$ cat config.mk
export PLATFORM = sky130hd
export DESIGN_NAME = ram_sxp_rd
export DESIGN_NICKNAME = d
export VERILOG_FILES = /design/src/rtl/ram_sxp_rd_pkg.sv /design/src/rtl/ram_sxp_rd_skid.sv /design/src/rtl/ram_sxp_rd.sv
export SDC_FILE = /design/constraint.sdc
export NUM_CORES = 1
export LEC_CHECK = 0
export ABC_AREA = 1
export BUFFER_PORTS_ARGS = -buffer_cell sky130_fd_sc_hd__buf_2
export CAP_MARGIN = 20
export CORE_MARGIN = 2
export CORE_UTILIZATION = 27
export DETAILED_ROUTE_END_ITERATION = 6
export PLACE_DENSITY = 0.59
export SLEW_MARGIN = 10
export SYNTH_ARGS = -nofsm -noshare
export SYNTH_HDL_FRONTEND = slang
export SYNTH_HIERARCHICAL = 1
export SYNTH_SLANG_ARGS = --single-unit
$ cat constraint.sdc
create_clock -name clk -period 1.6 [get_ports clk]
set_clock_uncertainty 0.15 [all_clocks]
set_input_delay 0.24 -clock clk [delete_from_list [all_inputs] [get_ports clk]]
set_output_delay 0.24 -clock clk [all_outputs]
set_load 0.005 [all_outputs]
$ cat src/rtl/ram_sxp_rd_pkg.sv
// Shared types for the RAM read-side streamer: output-buffer occupancy
// encoding and pointer-width helpers.
package ram_sxp_rd_pkg;

  typedef enum logic [1:0] {
    OCC_EMPTY = 2'd0,
    OCC_ONE   = 2'd1,
    OCC_TWO   = 2'd2
  } occ_e;

  // Pointers carry one extra wrap bit above the RAM address.
  function automatic int ptr_width(input int addr_width);
    return addr_width + 1;
  endfunction

  function automatic logic [1:0] occ_count(input occ_e occ);
    case (occ)
      OCC_ONE: return 2'd1;
      OCC_TWO: return 2'd2;
      default: return 2'd0;
    endcase
  endfunction

endpackage

$ cat src/rtl/ram_sxp_rd_skid.sv
// Two-entry output buffer (head + skid) with the valid/ready handshake and
// the EMPTY/ONE/TWO occupancy state machine; all outputs are registered.
module ram_sxp_rd_skid
  import ram_sxp_rd_pkg::*;
#(
  parameter int DATA_WIDTH = 6
) (
  input  logic                  clk,
  input  logic                  rst_n,
  input  logic                  flush_i,
  input  logic                  fetch_i,
  input  logic [DATA_WIDTH-1:0] fetch_data_i,
  input  logic                  m_tready_i,
  output logic                  m_tvalid_o,
  output logic [DATA_WIDTH-1:0] m_tdata_o,
  output occ_e                  occ_o
);

  occ_e                  occ_q;
  logic [DATA_WIDTH-1:0] head_q;
  logic [DATA_WIDTH-1:0] skid_q;
  logic                  tvalid_q;
  logic                  pop;

  assign pop = tvalid_q & m_tready_i;

  // The fetch is never issued in TWO, so TWO only has to handle pops.
  always_ff @(posedge clk or negedge rst_n) begin
    if (!rst_n) begin
      occ_q    <= OCC_EMPTY;
      head_q   <= '0;
      skid_q   <= '0;
      tvalid_q <= 1'b0;
    end else if (flush_i) begin
      occ_q    <= OCC_EMPTY;
      tvalid_q <= 1'b0;
    end else begin
      case (occ_q)
        OCC_EMPTY: begin
          if (fetch_i) begin
            head_q   <= fetch_data_i;
            occ_q    <= OCC_ONE;
            tvalid_q <= 1'b1;
          end
        end
        OCC_ONE: begin
          case ({fetch_i, pop})
            2'b11: head_q <= fetch_data_i;
            2'b10: begin
              skid_q <= fetch_data_i;
              occ_q  <= OCC_TWO;
            end
            2'b01: begin
              occ_q    <= OCC_EMPTY;
              tvalid_q <= 1'b0;
            end
            default: ;
          endcase
        end
        OCC_TWO: begin
          if (pop) begin
            head_q <= skid_q;
            occ_q  <= OCC_ONE;
          end
        end
        default: begin
          occ_q    <= OCC_EMPTY;
          tvalid_q <= 1'b0;
        end
      endcase
    end
  end

  assign m_tvalid_o = tvalid_q;
  assign m_tdata_o  = head_q;
  assign occ_o      = occ_q;

endmodule

$ cat src/rtl/ram_sxp_rd.sv
// Read side of a RAM FIFO: reader pointer, empty compare and a 2-entry output
// buffer. Define RAM_SXP_RD_LEVEL_EN to get a registered fill-level output.
module ram_sxp_rd
  import ram_sxp_rd_pkg::*;
#(
  parameter int DATA_WIDTH = 6,
  parameter int ADDR_WIDTH = 5
) (
  input  logic                  clk,
  input  logic                  rst_n,
  input  logic [ADDR_WIDTH:0]   wptr,
  input  logic                  flush,
  output logic [ADDR_WIDTH-1:0] raddr,
  input  logic [DATA_WIDTH-1:0] rdata,
  output logic [ADDR_WIDTH:0]   rptr,
  output logic                  m_tvalid,
  output logic [DATA_WIDTH-1:0] m_tdata,
  input  logic                  m_tready,
  output logic [ADDR_WIDTH+1:0] level
);

  localparam int PTR_W = ptr_width(ADDR_WIDTH);
  localparam int LVL_W = PTR_W + 1;

  logic [PTR_W-1:0] rptr_q;
  logic [PTR_W-1:0] rptr_d;
  logic             ram_empty;
  logic             fetch;
  occ_e             occ;

  assign ram_empty = (rptr_q == wptr);
  // Uses registered occupancy only, so m_tready never reaches the RAM address.
  assign fetch     = !ram_empty && (occ != OCC_TWO) && !flush;

  always_comb begin
    rptr_d = rptr_q;
    if (flush)      rptr_d = wptr;
    else if (fetch) rptr_d = rptr_q + PTR_W'(1);
  end

  always_ff @(posedge clk or negedge rst_n) begin
    if (!rst_n) rptr_q <= '0;
    else        rptr_q <= rptr_d;
  end

  assign raddr = rptr_q[ADDR_WIDTH-1:0];
  assign rptr  = rptr_q;

  ram_sxp_rd_skid #(
    .DATA_WIDTH (DATA_WIDTH)
  ) u_skid (
    .clk          (clk),
    .rst_n        (rst_n),
    .flush_i      (flush),
    .fetch_i      (fetch),
    .fetch_data_i (rdata),
    .m_tready_i   (m_tready),
    .m_tvalid_o   (m_tvalid),
    .m_tdata_o    (m_tdata),
    .occ_o        (occ)
  );

`ifdef RAM_SXP_RD_LEVEL_EN
  logic [1:0]       cnt_d;
  logic [LVL_W-1:0] level_q;
  logic [LVL_W-1:0] level_d;
  logic             pop;

  assign pop = m_tvalid & m_tready;

  // Built from next-state pointer and occupancy so a flush reads 0 right away.
  always_comb begin
    cnt_d = 2'd0;
    if (!flush) cnt_d = occ_count(occ) + {1'b0, fetch} - {1'b0, pop};
    level_d = {1'b0, wptr - rptr_d} + LVL_W'(cnt_d);
  end

  always_ff @(posedge clk or negedge rst_n) begin
    if (!rst_n) level_q <= '0;
    else        level_q <= level_d;
  end

  assign level = level_q;
`else
  assign level = '0;
`endif

endmodule

==> results of run 1 <==
state kept, by name (all words and copies together), names as in the netlist:
register	flops
u_skid/occ_o	2
rptr	6
u_skid/skid_q	6
u_skid/m_tvalid_o	1
u_skid/m_tdata_o	6
path summary, 6_finish.rpt:
| check | end | depth (start not counted) |
|---|---|---|
| max in group asynchronous | rptr[0] | 2 |
| min in group asynchronous | u_skid/m_tdata_o[2] | 2 |
| worst min-delay path | u_skid/skid_q[4] | 3 |
| worst max-delay path | u_skid/skid_q[5] | 11 |
| worst max register to register | u_skid/skid_q[5] | 11 |
| worst min register to register | u_skid/m_tdata_o[5] | 2 |
metrics by stage:
stage / setup TNS [ps] / worst slack, ps / cells
final: -454 / -69.6 / 318
after CTS: -61.1 / -16.1 / 316
after global routing: -2020 / -168 / 318
after detailed placement: -204 / -39.5 / 310
after global placement: -80.7 / -19.7 / 310
after floorplan: -80.9 / -12.6 / 210
cell families (layout without fill, tap and decap cells):
| group | count (synthesis) | in the layout | synth area share (%) |
|---|---|---|---|
| flops | 21 | 21 | 36.1 |
| other cells | 1 | 7 | 0.257 |
| compound gates | 19 | 19 | 9.27 |
| buf+inv | 40 | 77 | 14.9 |
| fa+ha+maj | 1 | 1 | 0.858 |
| simple gates | 122 | 123 | 38.6 |
power by group through the flow:
| stage | clock, uW | combinational (uW) | sequential (uW) |
|---|---|---|---|
| 2_1_floorplan | 0 | 612 | 917 |
| 5_1_grt | 401 | 1190 | 899 |
| 6_report | 357 | 1050 | 876 |
| 3_3_place_gp | 0 | 973 | 877 |
| 4_1_cts | 367 | 1020 | 868 |
| 3_5_place_dp | 0 | 989 | 875 |
routing by layer:
layer | track usage [%] | up-vias | wire length (um)
met5 | 0 | - | 0
met4 | 3.57 | 0 | 21
met2 | 17.5 | 24 | 1500
met3 | 1.51 | 2 | 104
li1 | - | 707 | -
met1 | 15.1 | 577 | 1600
critical path, stage by stage, from the launching register on:
cell	delay [ps]
dfrtp_1	410
inv_1	60
nand2_1	60
nand2_2	70
nor2_4	40
nand3_2	80
nand2_4	60
nor2_4	180
buf_6	130
nand4_4	160
nand2_2	130
o21ai_2	50
synth_stat cells:
library cell / n / area share [%]
o21ai_0: 7 / 2.4
nor3_2: 1 / 0.69
nand2_4: 4 / 3.1
o22ai_1: 1 / 0.43
buf_6: 1 / 0.77
o211ai_1: 1 / 0.52
buf_2: 1 / 0.34
bufinv_8: 1 / 1.2
nand3_2: 1 / 0.69
clkinv_1: 1 / 0.26
ha_1: 1 / 0.86
inv_1: 18 / 4.6
nand2_1: 82 / 21
nand3_1: 17 / 5.8
inv_2: 6 / 1.5
buf_4: 12 / 6.2
nor2_4: 1 / 0.77
dfrtp_1: 21 / 36
o21bai_4: 1 / 1.3
nand2_2: 6 / 2.6
o21ai_2: 6 / 3.6
o21ai_1: 2 / 0.69
conb_1: 1 / 0.26
nand4_1: 1 / 0.43
a21oi_1: 1 / 0.34
nor2_2: 3 / 1.3
nand4_2: 1 / 0.86
nor2_1: 5 / 1.3
area by class of cell:
class                      instances  area, sq um
timing repair buffer              47          280
sequential                        21          527
multi-input combinational        150          803
fill                             556         3320
tap                               70         87.6
clock buffer                       3         41.3
inverter                          26          111
clock inverter                     1         5.00
what timing repair did:
item,4_1_cts,5_1_grt
pin swaps,3,11
endpoints found under the hold margin,21,0
resized for setup,2,13
hold buffers,1,0
gates cloned,1,0
buffers inserted,0,2
setup endpoints to repair,13,21
==> impl_metrics.yaml, run 1 <==
synthesis:
  ys_ff_latch: 21
  yosys_warnings: 6
  synth_cell_types: 28
  synthCells: 204
  netlist_area_sq_um: 1460
  seq_area_frac_synth_pct: 36.1
  syn_area_per_cell_sq_um: 7.15
global_routing:
  gr-total-overflow: 0
  grt.total_usage_pct: 10.9
  grt_pass1_wl_um: 5400
  grt_max_degree: 22
  grt_pass1_vias: 1193
  antenna_found_initial: 0
floorplan:
  fp.dieH_um: 77.5
  core_area_sq_um: 5170
  initial_utilization_pct: 28.2
  io_pins: 41
  die_w_um: 77.5
  die_area_sq_um: 6000
  row_count: 26
power:
  internal-power_uw: 1380
  power_frac_comb_pct: 46.1
  sw_frac_of_total_pct: 39.5
  clkPwrFrac_pct: 15.6
  leakage_uw: 0.00104
  p_per_area_nw_per_um2: 1230
  p_sw_uw: 903
  total_power_uw: 2290
  power_frac_seq_pct: 38.3
  vdd_drop_max_mv: 0.429
setup_path:
  startpoint_type: "register"
  required_ps: 1600
  reg2reg_slack_ps: -70
  worstReg2RegStart: "rptr[2]"
  crit_fanout: 7
  crit_type: "reg2reg"
  setup.worst_path.start: "rptr[2]"
  worstPathArrival_ps: 1670
  cp-end-kind: "register"
detailed_routing:
  drtIter0Drc: 48
  routed_wirelength_um: 3230
  num_vias: 1310
  via_per_inst: 4.12
  drtPass1Iterations: 4
  ant_nets: 0
  drcViolationCount: 0
  wl_per_cell_um: 10.1
cells_and_area:
  final_nets: 266
  final_cell_mix: "nand2_1 (74), buf_2 (33), dfrtp_1 (20)"
  finalInstanceArea_sq_um: 1860
  layout-area-overhead-vs-synth_pct: 27.3
  final_common_cell: "nand2_1"
  diodes: 0
  final_util_pct: 35.9
  drive_above_1_share_pct: 38.7
timing:
  final-hold-violation-count: 0
  fin_ws_ps: -69.6
  fmax_mhz: 599
  slew_viol_final: 0
  rsz0062_at_grt: "yes"
  whs_ps: 76.3
  finalCritPeriodShare_pct: 104
  fin_crit_ps: 1670
  setup_viol: 12
clock_tree:
  numClockSinks: 21
  cts_tree: "done"
  htree_levels: 1
  root_buffer: "clkbuf_8"
  numCtsBuffers: 3
  clkTransAtPathRegs_ps: 80
  clockBufferDepth: 2
  clk_latency_ps: 260
min_path:
  hold_class: "in2reg"
  hold_path.startpoint: "rdata[4]"
placement:
  dp_hpwl_um: 2390
  placed_cell_area_sq_um: 1730
  io_buffers: 33
  place_congestion: 0.805
outcome:
  status: "finished, violations left"
  violations: "setup timing"
flow_run:
  maxCapViolations: 0
(Power assumes the default switching activity.)
==> inputs of run 2 (changes only) <==
--- a/config.mk
+++ b/config.mk
@@ -12,6 +12,7 @@
 export CORE_UTILIZATION = 27
 export DETAILED_ROUTE_END_ITERATION = 6
 export PLACE_DENSITY = 0.59
+export RECOVER_POWER = 50
 export SLEW_MARGIN = 10
 export SYNTH_ARGS = -nofsm -noshare
 export SYNTH_HDL_FRONTEND = slang
==> impl_metrics.yaml, run 2 (synthesis gave the netlist of run 1 again) <==
outcome:
  status: "finished, violations left"
  violations: "setup timing"
cells_and_area:
  multi_input_comb_area_sq_um: 803
  fillers: 556
  seq_area_sq_um: 527
  final_nets: 266
  final_cell_mix: "nand2_1 (74), buf_2 (32), dfrtp_1 (20)"
  layout-area-overhead-vs-synth_pct: 27.3
  drive_above_1_share_pct: 38.7
  diodes: 0
  final_common_cell: "nand2_1"
setup_path:
  path_cells: "inv_1, nand2_1, nand2_2, nor2_4, nand3_2, nand2_4, nor2_4, buf_6, nand4_4, nand2_2, o21ai_2"
  rr_endpoint: "u_skid/skid_q[5]"
  crit_family: "simple AND/OR/NAND/NOR gates"
  crit_type: "reg2reg"
  cp-end-kind: "register"
  crit_path_max_incr_delay_ps: 410
  crit_fanout: 7
  worstReg2RegStart: "rptr[2]"
  worstRegToRegCells: 11
  startpoint_type: "register"
  required_ps: 1600
  worst-path-buf-inv: 2
  slowest_stage: "dfrtp_1"
  worstPathArrival_ps: 1670
  reg2reg_slack_ps: -70
clock_tree:
  clk_latency_ps: 260
  cts_tree: "done"
  clockBufferDepth: 2
  clkTransAtPathRegs_ps: 80
  root_buffer: "clkbuf_8"
  numClockSinks: 21
  numCtsBuffers: 3
  htree_levels: 1
global_routing:
  grt.total_usage_pct: 10.9
  antenna_found_initial: 0
  grt_pass1_wl_um: 5400
  gr-total-overflow: 0
  grt_max_degree: 22
  grt_pass1_vias: 1193
timing:
  setup_viol: 12
  fin_crit_ps: 1670
  fmax_mhz: 599
  fin_ws_ps: -69.6
  final-hold-violation-count: 0
  slew_viol_final: 0
  rsz0062_at_grt: "yes"
  finalCritPeriodShare_pct: 104
  fin_tns_setup_ps: -454
  worst_pin_slew_ps: 547
  maxSlewHeadroom_pct: 63.5
min_path:
  min_to: "u_skid/skid_q[4]"
  hold_class: "in2reg"
  hold_depth: 3
  hold_path.startpoint: "rdata[4]"
floorplan:
  fp.dieH_um: 77.5
  io_pins: 41
  initial_utilization_pct: 28.2
  row_count: 26
  core_area_sq_um: 5170
  die_area_sq_um: 6000
  die_w_um: 77.5
detailed_routing:
  routed_wirelength_um: 3220
  ant_nets: 0
  via_per_inst: 4.12
  drcViolationCount: 0
  num_vias: 1311
  wl_per_cell_um: 10.1
  drtPass1Iterations: 4
  drtIter0Drc: 48
power:
  vdd_drop_max_mv: 0.429
  p_per_area_nw_per_um2: 1230
  total_power_uw: 2290
  leakage_uw: 0.00104
placement:
  place_congestion: 0.805
  dp_hpwl_um: 2390
  pre_cts_slack_ps: -39.5
  io_buffers: 33
flow_run:
  maxCapViolations: 0
-- run 2: power breakdown --
group / switching, uW / total [uW] / internal (uW)
clock: 184 / 357 / 174
combinational: 583 / 1050 / 470
sequential: 136 / 875 / 739
total: 903 / 2290 / 1380
-- run 2: per-layer routing --
| layer | wire (um) | track usage (%) |
|---|---|---|
| met3 | 104 | 1.51 |
| met4 | 21 | 3.57 |
| met5 | 0 | 0 |
| met1 | 1590 | 15.1 |
| met2 | 1500 | 17.5 |
-- run 2: how the worst max path moves through the flow --
stage	startpoint	endpoint	slack (ps)	depth (start not counted)
after global routing	rptr[4]	u_skid/skid_q[5]	-170	11
after global placement	rptr[0]	u_skid/skid_q[1]	-20	10
after CTS	rptr[0]	u_skid/m_tdata_o[5]	-20	12
final	rptr[2]	u_skid/skid_q[5]	-70	11
after detailed placement	rptr[0]	u_skid/skid_q[0]	-40	10
after floorplan	rptr[3]	u_skid/m_tdata_o[0]	-10	12
-- run 2: cell type report --
type,count,share of cell area (%)
multi-input cells,150,43.3
flip-flops and latches,21,28.4
well taps,70,4.72
inverters,26,6.00
clock inverters,1,0.270
repair buffers,47,15.1
clock buffers,3,2.23
-- run 2: stage by stage --
stage | instances | cell area (sq um) | hold slack [ps] | utilization (%)
6_report | 318 | 1860 | 76.3 | 35.9
3_3_place_gp | 310 | 1730 | 89.7 | 33.5
4_1_cts | 316 | 1810 | 73.9 | 35.0
5_1_grt | 318 | 1860 | 68.7 | 35.9
2_1_floorplan | 210 | 1500 | -206 | -
3_5_place_dp | 310 | 1730 | 88.3 | 33.5
-- run 2: worst reg2reg max path, stage by stage (launching register included) --
cell     delay, ps
dfrtp_1        410
inv_1           60
nand2_1         60
nand2_2         70
nor2_4          40
nand3_2         80
nand2_4         60
nor2_4         180
buf_6          130
nand4_4        160
nand2_2        130
o21ai_2         50
-- run 2: timing repair --
action                                  4_1_cts  5_1_grt
gates resized for setup                       2       13
setup buffers                                 0        2
hold buffers                                  1        0
endpoints found under the setup margin       13       21
hold endpoints to repair                     21        0
pin swaps                                     3       11
gates cloned                                  1        0
==> inputs of run 3 (changes only) <==
--- a/config.mk
+++ b/config.mk
@@ -12,7 +12,6 @@
 export CORE_UTILIZATION = 27
 export DETAILED_ROUTE_END_ITERATION = 6
 export PLACE_DENSITY = 0.59
-export RECOVER_POWER = 50
 export SLEW_MARGIN = 10
 export SYNTH_ARGS = -nofsm -noshare
 export SYNTH_HDL_FRONTEND = slang
==> constraint.sdc (replaced) <==
create_clock -name clk -period 1.4 [get_ports clk]
set_clock_uncertainty 0.15 [all_clocks]
set_input_delay 0.21 -clock clk [delete_from_list [all_inputs] [get_ports clk]]
set_output_delay 0.21 -clock clk [all_outputs]
set_load 0.005 [all_outputs]
==> impl_metrics.yaml, run 3 (synthesis gave the netlist of run 1 again) <==
global_routing:
  grt_pass1_vias: 1192
  grt_max_degree: 22
  grt.total_usage_pct: 11.5
  grt_pass1_wl_um: 5530
  antenna_found_initial: 0
  gr-total-overflow: 0
power:
  clkPwrFrac_pct: 15.1
  p_per_area_nw_per_um2: 1390
  vdd_drop_max_mv: 0.370
  internal-power_uw: 1620
  sw_frac_of_total_pct: 39.0
  power_frac_comb_pct: 47.2
  leakage_uw: 0.00108
  power_frac_seq_pct: 37.6
  p_sw_uw: 1040
outcome:
  violations: "setup timing"
  status: "finished, violations left"
setup_path:
  rr_endpoint: "u_skid/skid_q[0]"
  worstRegToRegCells: 11
  setup.worst_path.start: "rptr[4]"
  crit_type: "reg2reg"
  worstPathArrival_ps: 1650
  required_ps: 1410
  worstReg2RegStart: "rptr[4]"
  cp-end-kind: "register"
  startpoint_type: "register"
  critPathCapture: "u_skid/skid_q[0]"
  crit_fanout: 7
  reg2reg_slack_ps: -250
detailed_routing:
  num_vias: 1359
  via_per_inst: 4.17
  wl_per_cell_um: 10.2
  drtIter0Drc: 48
  routed_wirelength_um: 3330
  drtPass1Iterations: 4
  ant_nets: 0
  drcViolationCount: 0
timing:
  rsz0062_at_grt: "yes"
  finalCritPeriodShare_pct: 118
  fin_tns_setup_ps: -3630
  fmax_mhz: 607
  fin_ws_ps: -247
  final-hold-violation-count: 0
  slew_viol_final: 0
  fin_crit_ps: 1650
  whs_ps: 49.3
  setup_viol: 25
placement:
  dp_hpwl_um: 2410
  pre_cts_slack_ps: -250
  io_buffers: 33
  place_congestion: 0.799
clock_tree:
  numClockSinks: 21
  htree_levels: 1
  cts_tree: "done"
  clkTransAtPathRegs_ps: 80
  root_buffer: "clkbuf_8"
  numCtsBuffers: 3
  clockBufferDepth: 2
  clk_latency_ps: 260
floorplan:
  core_area_sq_um: 5170
  fp.dieH_um: 77.5
  die_area_sq_um: 6000
  row_count: 26
  io_pins: 41
  initial_utilization_pct: 28.2
  die_w_um: 77.5
cells_and_area:
  final_nets: 274
  final_common_cell: "nand2_1"
  diodes: 0
  drive_above_1_share_pct: 40.6
  layout-area-overhead-vs-synth_pct: 31.6
  final_cell_mix: "nand2_1 (73), buf_2 (33), buf_4 (20), dfrtp_1 (20), inv_1 (17)"
min_path:
  hold_class: "in2reg"
flow_run:
  maxCapViolations: 0
[run 3: worst min path at each step]
stage | cells past startpoint | slack (ps) | endpoint | startpoint
final | 3 | 50 | u_skid/skid_q[3] | rdata[3]
after global routing | 3 | 60 | u_skid/skid_q[0] | rdata[0]
after CTS | 3 | 40 | u_skid/skid_q[0] | rdata[0]
after detailed placement | 1 | 60 | u_skid/m_tdata_o[2] | rst_n
after global placement | 1 | 60 | u_skid/m_tdata_o[2] | rst_n
after floorplan | 0 | -240 | rptr[0] | rst_n
[run 3: area by class of cell]
type / instances / area [sq um]
clock buffers: 3 / 41.3
clock inverters: 1 / 5.00
fillers: 559 / 3250
inverters: 26 / 111
multi-input cells: 150 / 810
flip-flops and latches: 21 / 527
well taps: 70 / 87.6
repair buffers: 55 / 337
[run 3: power groups by stage]
| stage | registers (uW) | clock network (uW) | logic [uW] |
|---|---|---|---|
| 2_1_floorplan | 1050 | 0 | 699 |
| 3_3_place_gp | 1010 | 0 | 1150 |
| 3_5_place_dp | 1010 | 0 | 1160 |
| 4_1_cts | 998 | 429 | 1240 |
| 5_1_grt | 1030 | 447 | 1410 |
| 6_report | 1000 | 403 | 1260 |
[run 3: what timing repair did]
item | in CTS | in global routing
hold buffers | 1 | 0
pin swaps | 8 | 6
gates resized for setup | 9 | 5
setup buffers | 3 | 3
setup endpoints to repair | 21 | 23
cloned | 1 | 0
hold endpoints to repair | 21 | 0
[run 3: metrics by stage]
stage	util, %	total power [uW]	area (sq um)	std cells
4_1_cts	36.4	2670	1880	323
3_5_place_dp	34.2	2160	1770	315
2_1_floorplan	-	1750	1500	210
3_3_place_gp	34.2	2150	1770	315
6_report	37.1	2660	1920	326
5_1_grt	37.1	2890	1920	326
[run 3: critical path, cell delays in order, from the launching register on]
cell and delay (ps):
dfrtp_1 410, inv_1 80, nand2_1 50, nand2_1 50
nor2_1 50, nand3_2 80, nand2_4 60, nor2_4 140
buf_4 160, nand4_4 150, nand2_1 120, o21ai_2 50
[run 3: layer usage]
metal / wire [um] / vias to the layer above / track usage (%) / part of all wire [%]
met2: 1560 / 22 / 18.3 / 47
li1: - / 727 / - / -
met4: 53 / 0 / 4.82 / 1.6
met1: 1650 / 606 / 15.7 / 50
met5: 0 / - / 0 / 0
met3: 66 / 4 / 1.63 / 2.0
